==> src/rtl/id_exe_forward_pkg.sv <==
// Shared bexkat1 definitions: datapath widths, bypass select codes and the
// ID/EXE stage payload.
package bexkat1Def;

    localparam int unsigned DATA_W = 32;
    localparam int unsigned IR_W   = 64;
    localparam int unsigned CNT_W  = 16;

    typedef enum logic [2:0] {
        FWD_REG    = 3'd0,
        FWD_MEM    = 3'd1,
        FWD_EXE    = 3'd2,
        FWD_MEM_SP = 3'd3,
        FWD_EXE_SP = 3'd4
    } fwd_sel_t;

    typedef enum logic [1:0] {
        SPF_REG = 2'd0,
        SPF_EXE = 2'd1,
        SPF_MEM = 2'd2
    } sp_fwd_t;

    typedef struct packed {
        logic [IR_W-1:0]   ir;
        logic [DATA_W-1:0] pc;
        logic [DATA_W-1:0] op1;
        logic [DATA_W-1:0] op2;
        logic [DATA_W-1:0] sp;
    } exe_stage_t;

endpackage

==> src/rtl/id_exe_forward_if.sv <==
// ID/EXE boundary bundle: decoded instruction, hazard codes, bypass sources
// and the registered EXE-stage view.
interface id_exe_forward_if;
    import bexkat1Def::*;

    logic [IR_W-1:0]   id_ir;
    logic [DATA_W-1:0] id_pc;
    logic [DATA_W-1:0] id_reg1;
    logic [DATA_W-1:0] id_reg2;
    logic [DATA_W-1:0] id_sp;
    logic              stall;
    logic              flush;
    logic [2:0]        hazard1;
    logic [2:0]        hazard2;
    logic [1:0]        sp_hazard;
    logic [DATA_W-1:0] exe_result;
    logic [DATA_W-1:0] mem_result;
    logic [DATA_W-1:0] exe_sp_data;
    logic [DATA_W-1:0] mem_sp_data;

    logic [IR_W-1:0]   exe_ir;
    logic [DATA_W-1:0] exe_pc;
    logic [DATA_W-1:0] exe_op1;
    logic [DATA_W-1:0] exe_op2;
    logic [DATA_W-1:0] exe_sp;
    logic              fwd_illegal;
    logic [CNT_W-1:0]  fwd_count;
    logic [CNT_W-1:0]  stall_count;

    modport master (
        output id_ir, id_pc, id_reg1, id_reg2, id_sp, stall, flush,
               hazard1, hazard2, sp_hazard,
               exe_result, mem_result, exe_sp_data, mem_sp_data,
        input  exe_ir, exe_pc, exe_op1, exe_op2, exe_sp,
               fwd_illegal, fwd_count, stall_count
    );

    modport slave (
        input  id_ir, id_pc, id_reg1, id_reg2, id_sp, stall, flush,
               hazard1, hazard2, sp_hazard,
               exe_result, mem_result, exe_sp_data, mem_sp_data,
        output exe_ir, exe_pc, exe_op1, exe_op2, exe_sp,
               fwd_illegal, fwd_count, stall_count
    );

endinterface

==> src/rtl/id_exe_forward_fwd_mux.sv <==
// Operand bypass select: 5:1 mux with a flag for undefined select codes,
// which fall back to the register-file value.
module fwd_mux
    import bexkat1Def::*;
(
    input  fwd_sel_t          sel,
    input  logic [DATA_W-1:0] reg_val,
    input  logic [DATA_W-1:0] mem_result,
    input  logic [DATA_W-1:0] exe_result,
    input  logic [DATA_W-1:0] mem_sp_data,
    input  logic [DATA_W-1:0] exe_sp_data,
    output logic [DATA_W-1:0] val_c,
    output logic              illegal_c
);

    always_comb begin
        val_c     = reg_val;
        illegal_c = 1'b0;
        case (sel)
            FWD_REG:    val_c = reg_val;
            FWD_MEM:    val_c = mem_result;
            FWD_EXE:    val_c = exe_result;
            FWD_MEM_SP: val_c = mem_sp_data;
            FWD_EXE_SP: val_c = exe_sp_data;
            default:    illegal_c = 1'b1;
        endcase
    end

endmodule

==> src/rtl/id_exe_forward.sv <==
// ID/EXE pipeline register with operand/SP bypass and bubble insertion.
// Define BEXKAT1_FWD_STATS_EN to build the forward/stall statistics counters.
module id_exe_forward
    import bexkat1Def::*;
(
    input logic             clk_i,
    input logic             rst_i,
    id_exe_forward_if.slave bus
);

    logic [DATA_W-1:0] op1_c;
    logic [DATA_W-1:0] op2_c;
    logic [DATA_W-1:0] sp_c;
    logic              ill1_c;
    logic              ill2_c;
    logic              illsp_c;
    logic              capture_c;
    logic              fwd_hit_c;

    exe_stage_t        stage_q;
    logic              illegal_q;

    fwd_mux u_op1 (
        .sel         (fwd_sel_t'(bus.hazard1)),
        .reg_val     (bus.id_reg1),
        .mem_result  (bus.mem_result),
        .exe_result  (bus.exe_result),
        .mem_sp_data (bus.mem_sp_data),
        .exe_sp_data (bus.exe_sp_data),
        .val_c       (op1_c),
        .illegal_c   (ill1_c)
    );

    fwd_mux u_op2 (
        .sel         (fwd_sel_t'(bus.hazard2)),
        .reg_val     (bus.id_reg2),
        .mem_result  (bus.mem_result),
        .exe_result  (bus.exe_result),
        .mem_sp_data (bus.mem_sp_data),
        .exe_sp_data (bus.exe_sp_data),
        .val_c       (op2_c),
        .illegal_c   (ill2_c)
    );

    // SP bypass select
    always_comb begin
        sp_c    = bus.id_sp;
        illsp_c = 1'b0;
        case (sp_fwd_t'(bus.sp_hazard))
            SPF_REG: sp_c = bus.id_sp;
            SPF_EXE: sp_c = bus.exe_sp_data;
            SPF_MEM: sp_c = bus.mem_sp_data;
            default: illsp_c = 1'b1;
        endcase
    end

    // A real instruction is loaded only when neither flush nor stall is active
    assign capture_c = !bus.flush && !bus.stall && (bus.id_ir != '0);
    assign fwd_hit_c = capture_c &&
                       ((bus.hazard1 != '0) || (bus.hazard2 != '0) || (bus.sp_hazard != '0));

    always_ff @(posedge clk_i) begin
        if (rst_i) begin
            stage_q   <= '0;
            illegal_q <= 1'b0;
        end else begin
            if (capture_c) begin
                stage_q <= '{ir: bus.id_ir, pc: bus.id_pc, op1: op1_c, op2: op2_c, sp: sp_c};
            end else begin
                stage_q <= '0;
            end
            if (capture_c && (ill1_c || ill2_c || illsp_c)) begin
                illegal_q <= 1'b1;
            end
        end
    end

    assign bus.exe_ir      = stage_q.ir;
    assign bus.exe_pc      = stage_q.pc;
    assign bus.exe_op1     = stage_q.op1;
    assign bus.exe_op2     = stage_q.op2;
    assign bus.exe_sp      = stage_q.sp;
    assign bus.fwd_illegal = illegal_q;

`ifdef BEXKAT1_FWD_STATS_EN
    logic [CNT_W-1:0] fwd_cnt_q;
    logic [CNT_W-1:0] stall_cnt_q;

    // Saturating statistics counters
    always_ff @(posedge clk_i) begin
        if (rst_i) begin
            fwd_cnt_q   <= '0;
            stall_cnt_q <= '0;
        end else begin
            if (fwd_hit_c && (fwd_cnt_q != '1)) begin
                fwd_cnt_q <= fwd_cnt_q + CNT_W'(1);
            end
            if (bus.stall && (stall_cnt_q != '1)) begin
                stall_cnt_q <= stall_cnt_q + CNT_W'(1);
            end
        end
    end

    assign bus.fwd_count   = fwd_cnt_q;
    assign bus.stall_count = stall_cnt_q;
`else
    logic unused_fwd_hit;
    assign unused_fwd_hit  = fwd_hit_c;
    assign bus.fwd_count   = '0;
    assign bus.stall_count = '0;
`endif

endmodule
==> src/flat_wrapper.sv <==
// flat-port wrapper written by rule: the top's interface ports become plain ports
module id_exe_forward_flat import bexkat1Def::*;
  (clk_i, rst_i, bus_id_ir, bus_id_pc, bus_id_reg1, bus_id_reg2, bus_id_sp, bus_stall, bus_flush, bus_hazard1, bus_hazard2, bus_sp_hazard, bus_exe_result, bus_mem_result, bus_exe_sp_data, bus_mem_sp_data, bus_exe_ir, bus_exe_pc, bus_exe_op1, bus_exe_op2, bus_exe_sp, bus_fwd_illegal, bus_fwd_count, bus_stall_count);
  id_exe_forward_if bus_i ();
  input logic clk_i;
  input logic rst_i;
  input wire logic [$bits(bus_i.id_ir)-1:0] bus_id_ir;
  input wire logic [$bits(bus_i.id_pc)-1:0] bus_id_pc;
  input wire logic [$bits(bus_i.id_reg1)-1:0] bus_id_reg1;
  input wire logic [$bits(bus_i.id_reg2)-1:0] bus_id_reg2;
  input wire logic [$bits(bus_i.id_sp)-1:0] bus_id_sp;
  input wire logic [$bits(bus_i.stall)-1:0] bus_stall;
  input wire logic [$bits(bus_i.flush)-1:0] bus_flush;
  input wire logic [$bits(bus_i.hazard1)-1:0] bus_hazard1;
  input wire logic [$bits(bus_i.hazard2)-1:0] bus_hazard2;
  input wire logic [$bits(bus_i.sp_hazard)-1:0] bus_sp_hazard;
  input wire logic [$bits(bus_i.exe_result)-1:0] bus_exe_result;
  input wire logic [$bits(bus_i.mem_result)-1:0] bus_mem_result;
  input wire logic [$bits(bus_i.exe_sp_data)-1:0] bus_exe_sp_data;
  input wire logic [$bits(bus_i.mem_sp_data)-1:0] bus_mem_sp_data;
  output wire logic [$bits(bus_i.exe_ir)-1:0] bus_exe_ir;
  output wire logic [$bits(bus_i.exe_pc)-1:0] bus_exe_pc;
  output wire logic [$bits(bus_i.exe_op1)-1:0] bus_exe_op1;
  output wire logic [$bits(bus_i.exe_op2)-1:0] bus_exe_op2;
  output wire logic [$bits(bus_i.exe_sp)-1:0] bus_exe_sp;
  output wire logic [$bits(bus_i.fwd_illegal)-1:0] bus_fwd_illegal;
  output wire logic [$bits(bus_i.fwd_count)-1:0] bus_fwd_count;
  output wire logic [$bits(bus_i.stall_count)-1:0] bus_stall_count;
  assign bus_i.id_ir = bus_id_ir;
  assign bus_i.id_pc = bus_id_pc;
  assign bus_i.id_reg1 = bus_id_reg1;
  assign bus_i.id_reg2 = bus_id_reg2;
  assign bus_i.id_sp = bus_id_sp;
  assign bus_i.stall = bus_stall;
  assign bus_i.flush = bus_flush;
  assign bus_i.hazard1 = bus_hazard1;
  assign bus_i.hazard2 = bus_hazard2;
  assign bus_i.sp_hazard = bus_sp_hazard;
  assign bus_i.exe_result = bus_exe_result;
  assign bus_i.mem_result = bus_mem_result;
  assign bus_i.exe_sp_data = bus_exe_sp_data;
  assign bus_i.mem_sp_data = bus_mem_sp_data;
  assign bus_exe_ir = bus_i.exe_ir;
  assign bus_exe_pc = bus_i.exe_pc;
  assign bus_exe_op1 = bus_i.exe_op1;
  assign bus_exe_op2 = bus_i.exe_op2;
  assign bus_exe_sp = bus_i.exe_sp;
  assign bus_fwd_illegal = bus_i.fwd_illegal;
  assign bus_fwd_count = bus_i.fwd_count;
  assign bus_stall_count = bus_i.stall_count;
  id_exe_forward u_core (.clk_i(clk_i), .rst_i(rst_i), .bus(bus_i));
endmodule
==> config.mk <==
export PLATFORM = sky130hd
export DESIGN_NAME = id_exe_forward_flat
export DESIGN_NICKNAME = d
export VERILOG_FILES = /design/src/rtl/id_exe_forward_pkg.sv /design/src/rtl/id_exe_forward_if.sv /design/src/rtl/id_exe_forward_fwd_mux.sv /design/src/rtl/id_exe_forward.sv /design/src/flat_wrapper.sv
export SDC_FILE = /design/constraint.sdc
export NUM_CORES = 1
export LEC_CHECK = 0
export BUFFER_PORTS_ARGS = -buffer_cell sky130_fd_sc_hd__buf_2
export CORE_AREA = 2 2 218 220
export DETAILED_ROUTE_END_ITERATION = 6
export DIE_AREA = 0 0 220 222
export PLACE_DENSITY = 0.41
export SLEW_MARGIN = 10
export SYNTH_ARGS = -nofsm -noshare
export SYNTH_HDL_FRONTEND = slang
export SYNTH_SLANG_ARGS = --single-unit
==> constraint.sdc <==
create_clock -name clk_i -period 1.6 [get_ports clk_i]
set_input_delay 0.24 -clock clk_i [delete_from_list [all_inputs] [get_ports clk_i]]
set_output_delay 0.24 -clock clk_i [all_outputs]
set_load 0.02 [all_outputs]
==> flow_results.xml <==
<?xml version="1.0" encoding="UTF-8"?>
<metrics>
  <group name="global_routing">
    <metric name="grtUsageMet2" unit="%">29.6</metric>
    <metric name="grt_max_degree" unit="">92</metric>
    <metric name="grt_overflow_total" unit="">0</metric>
    <metric name="first_pass_grt_wire_length" unit="microns">63000</metric>
    <metric name="grt.total_usage" unit="%">17.5</metric>
    <metric name="grt.busiest_layer" unit="">met2</metric>
    <metric name="first_global_vias" unit="">10123</metric>
    <metric name="use_met3" unit="%">5.29</metric>
    <metric name="grt_antenna_before_repair" unit="">7</metric>
    <metric name="global_route.usage.met1" unit="%">20.0</metric>
  </group>
  <group name="hold_path">
    <metric name="min-delay-path-class" unit="">in -&gt; reg</metric>
  </group>
  <group name="floorplanning">
    <metric name="floorplan.initialDensity" unit="%">17.5</metric>
    <metric name="die_height" unit="microns">222</metric>
    <metric name="ioPinCount" unit="">557</metric>
    <metric name="die_footprint" unit="sq um">48800</metric>
    <metric name="floorplan.die.width" unit="microns">220</metric>
    <metric name="floorplan.core_area" unit="sq um">46300</metric>
    <metric name="rows" unit="">79</metric>
  </group>
  <group name="critical_path">
    <metric name="critical_path_start_end_classification" unit="">in -&gt; reg</metric>
    <metric name="cp_data_required_time" unit="ns">1.96</metric>
    <metric name="crit_arrival" unit="ns">1.89</metric>
    <metric name="timing.critical_path.fanout_max" unit="">32</metric>
    <metric name="endpoint_kind" unit="">flip-flop</metric>
    <metric name="worstSetupStartpointType" unit="">input port</metric>
  </group>
  <group name="synth">
    <metric name="synthCells" unit="">839</metric>
    <metric name="synth.yosys.seq_area_share" unit="%">47.7</metric>
    <metric name="synth_enable_flop_cells" unit="">0</metric>
    <metric name="synthMostInstantiatedCell" unit="">sky130_fd_sc_hd__dfxtp_1</metric>
    <metric name="dominantRegCellSynth" unit="">sky130_fd_sc_hd__dfxtp_1</metric>
    <metric name="yosys.area.top_type_share" unit="%">47.7</metric>
    <metric name="yosysWarningCount" unit="">0</metric>
    <metric name="synth_top_cell_by_area" unit="">sky130_fd_sc_hd__dfxtp_1</metric>
    <metric name="yosysUniqueCellTypes" unit="">23</metric>
    <metric name="synth_async_sr_flop_share" unit="%">0</metric>
    <metric name="netlist_top_cells_count" unit="">193 x sky130_fd_sc_hd__dfxtp_1, 128 x sky130_fd_sc_hd__a22o_1, 102 x sky130_fd_sc_hd__nor3b_1</metric>
    <metric name="ys_top_cells_by_area" unit="">sky130_fd_sc_hd__dfxtp_1 48%, sky130_fd_sc_hd__a22o_1 14%, sky130_fd_sc_hd__nor3b_1 9.4%</metric>
    <metric name="synth.ff_latch_count" unit="">193</metric>
    <metric name="synth.cell_area" unit="sq um">8100</metric>
    <metric name="syn_avg_cell_area" unit="sq um">9.66</metric>
  </group>
  <group name="routing">
    <metric name="vias" unit="">9664</metric>
    <metric name="viasPerCell" unit="">4.52</metric>
    <metric name="routed_wl" unit="microns">44200</metric>
    <metric name="residual_antenna_violating_net_count_after_detailed_routing" unit="">0</metric>
    <metric name="violation_count_after_the_first_detailed_routing_iteration" unit="">503</metric>
    <metric name="wire_per_inst" unit="microns">20.7</metric>
    <metric name="firstDrtPassIters" unit="">4</metric>
    <metric name="drt_drc_violations_left" unit="">0</metric>
  </group>
  <group name="clock_network">
    <metric name="htree_levels" unit="">4</metric>
    <metric name="tritoncts" unit="">yes</metric>
    <metric name="postCtsSetupRepairBufs" unit="">0</metric>
    <metric name="cts-buffers-inserted" unit="">17</metric>
    <metric name="max-clock-path-buffers" unit="">2</metric>
    <metric name="cts.reportedPaths.clkPinSlew" unit="ns">0.08</metric>
    <metric name="cts.sinks" unit="">193</metric>
    <metric name="clock-root-buffer" unit="">sky130_fd_sc_hd__clkbuf_16</metric>
    <metric name="worstSkewPairLatency" unit="ns">0.48</metric>
  </group>
  <group name="timing">
    <metric name="final-max-slew-violation-count" unit="">0</metric>
    <metric name="max_freq" unit="GHz">0.652</metric>
    <metric name="fin_worst_hold_slack" unit="ns">0.0415</metric>
    <metric name="finalWorstPathRequiredPeriod" unit="ns">1.53</metric>
    <metric name="final-setup-viol-count" unit="">0</metric>
    <metric name="worst_clock_skew" unit="ns">0</metric>
    <metric name="hold_violations" unit="">0</metric>
    <metric name="rsz0062_at_grt" unit="">true</metric>
    <metric name="final_min_period_over_clock_period" unit="%">95.9</metric>
  </group>
  <group name="flow_run">
    <metric name="max_cap_viol_count" unit="">0</metric>
  </group>
  <group name="placement">
    <metric name="hpwl" unit="microns">33600</metric>
    <metric name="gpl.final_weighted_congestion" unit="">0.829</metric>
    <metric name="io_buffers" unit="">524</metric>
  </group>
  <group name="layout">
    <metric name="final_core_util" unit="%">30.0</metric>
    <metric name="drive_gt1_share" unit="%">45.6</metric>
    <metric name="layout.nets" unit="">1849</metric>
    <metric name="synthToLayoutAreaGrowth" unit="%">71.5</metric>
  </group>
  <group name="power_and_ir_drop">
    <metric name="power.ir.vdd_worst" unit="V">0.000563</metric>
    <metric name="leakage_power" unit="nW">6.43</metric>
    <metric name="pwr_per_cell_area" unit="nW/um^2">863</metric>
    <metric name="fin_total_pwr" unit="mW">12.0</metric>
  </group>
  <group name="outcome">
    <metric name="result_of_the_run" unit="">finished clean</metric>
  </group>
</metrics>
==> kinds of logic after synthesis <==
group	Yosys count	share of synthesized area, %
AOI/OAI and AO/OA	259	24.9
adders and majority gates	3	0.463
buffers and inverters	123	7.69
DFF	193	47.7
other	1	0.0463
and+or+nand+nor	260	19.2
==> state kept, by name, summed over array words and instances, names as in the netlist <==
signal and cells:
u_core.bus.exe_ir 64, u_core.bus.exe_op1 32, u_core.bus.exe_op2 32, u_core.bus.exe_pc 32, u_core.bus.exe_sp 32, u_core.bus.fwd_illegal 1
==> stage by stage <==
stage | cells | setup WS, ns | area (sq um) | setup TNS (ns)
global route | 2137 | 0.0121 | 13900 | 0
global placement | 2007 | -0.588 | 12300 | -103.32
finish | 2137 | 0.0661 | 13900 | 0
floorplan | 870 | 0.0345 | 8220 | 0
CTS | 2134 | 0.0288 | 13900 | 0
detailed placement | 2007 | -0.604 | 12300 | -104.99
==> what timing repair did <==
action,CTS,global route
hold endpoints to repair,95,0
hold buffers,95,0
setup endpoints to repair,99,175
gates resized for setup,1,5
pin swaps,1,0
==> layout make-up <==
class,instances,area [sq um]
diodes,3,7.51
clock buffers,17,425
clock inverters,15,199
fillers,4999,32400
inverters,3,11.3
multi-input cells,554,3800
flip-flops and latches,193,3860
well taps,607,759
repair buffers,745,4830
==> routing by layer <==
layer  vias up  wire length [microns]
li1       4497                      -
met1      4557                  17700
met2       511                  21100
met3        93                   3780
met4         6                   1620
met5         -                     34
==> path summary, 6_finish.rpt <==
| kind | from | end | slack (ns) | cells past startpoint |
|---|---|---|---|---|
| worst max-delay path | bus_id_ir[3] | u_core.bus.exe_op2[17] | 0.07 | 7 |
| worst min-delay path | bus_id_reg1[8] | u_core.bus.exe_op1[8] | 0.04 | 3 |
| worst max register to register | u_core.bus.fwd_illegal | u_core.bus.fwd_illegal | 1.06 | 2 |
| worst min register to register | u_core.bus.fwd_illegal | u_core.bus.fwd_illegal | 0.46 | 2 |
==> cell usage in the layout, fill, tap and decap left out, drive strengths merged <==
cell / netlist / final
nor2: 33 / 33
dlygate4sd3: 0 / 95
nand4: 4 / 4
dfxtp: 193 / 193
and3b: 2 / 2
nor3: 96 / 96
conb: 1 / 32
nor3b: 102 / 102
o32ai: 1 / 1
clkinv: 0 / 3
ha: 3 / 3
a211oi: 64 / 64
bufinv: 0 / 1
a22o: 128 / 128
diode: 0 / 3
clkbuf: 68 / 17
or3: 3 / 3
clkinvlp: 0 / 1
buf: 52 / 650
o21ai: 2 / 2
nor4: 17 / 17
inv: 3 / 13
nand2: 3 / 3
a22oi: 32 / 32
a21oi: 32 / 32
==> critical path, stage by stage <==
cell                      delay [ns]
sky130_fd_sc_hd__buf_2          0.11
sky130_fd_sc_hd__nor4_2         0.34
sky130_fd_sc_hd__nand4_1        0.26
sky130_fd_sc_hd__nor4_4         0.41
sky130_fd_sc_hd__buf_6          0.21
sky130_fd_sc_hd__buf_12         0.20
sky130_fd_sc_hd__nor3_1         0.08
==> where the power goes <==
| group | internal (mW) | switching, mW | total (mW) |
|---|---|---|---|
| Clock | 2.28 | 2.36 | 4.65 |
| Combinational | 1.13 | 1.24 | 2.37 |
| Sequential | 4.94 | 0.0409 | 4.98 |
| Total | 8.35 | 3.65 | 12.0 |
(Power assumes the default switching activity.)
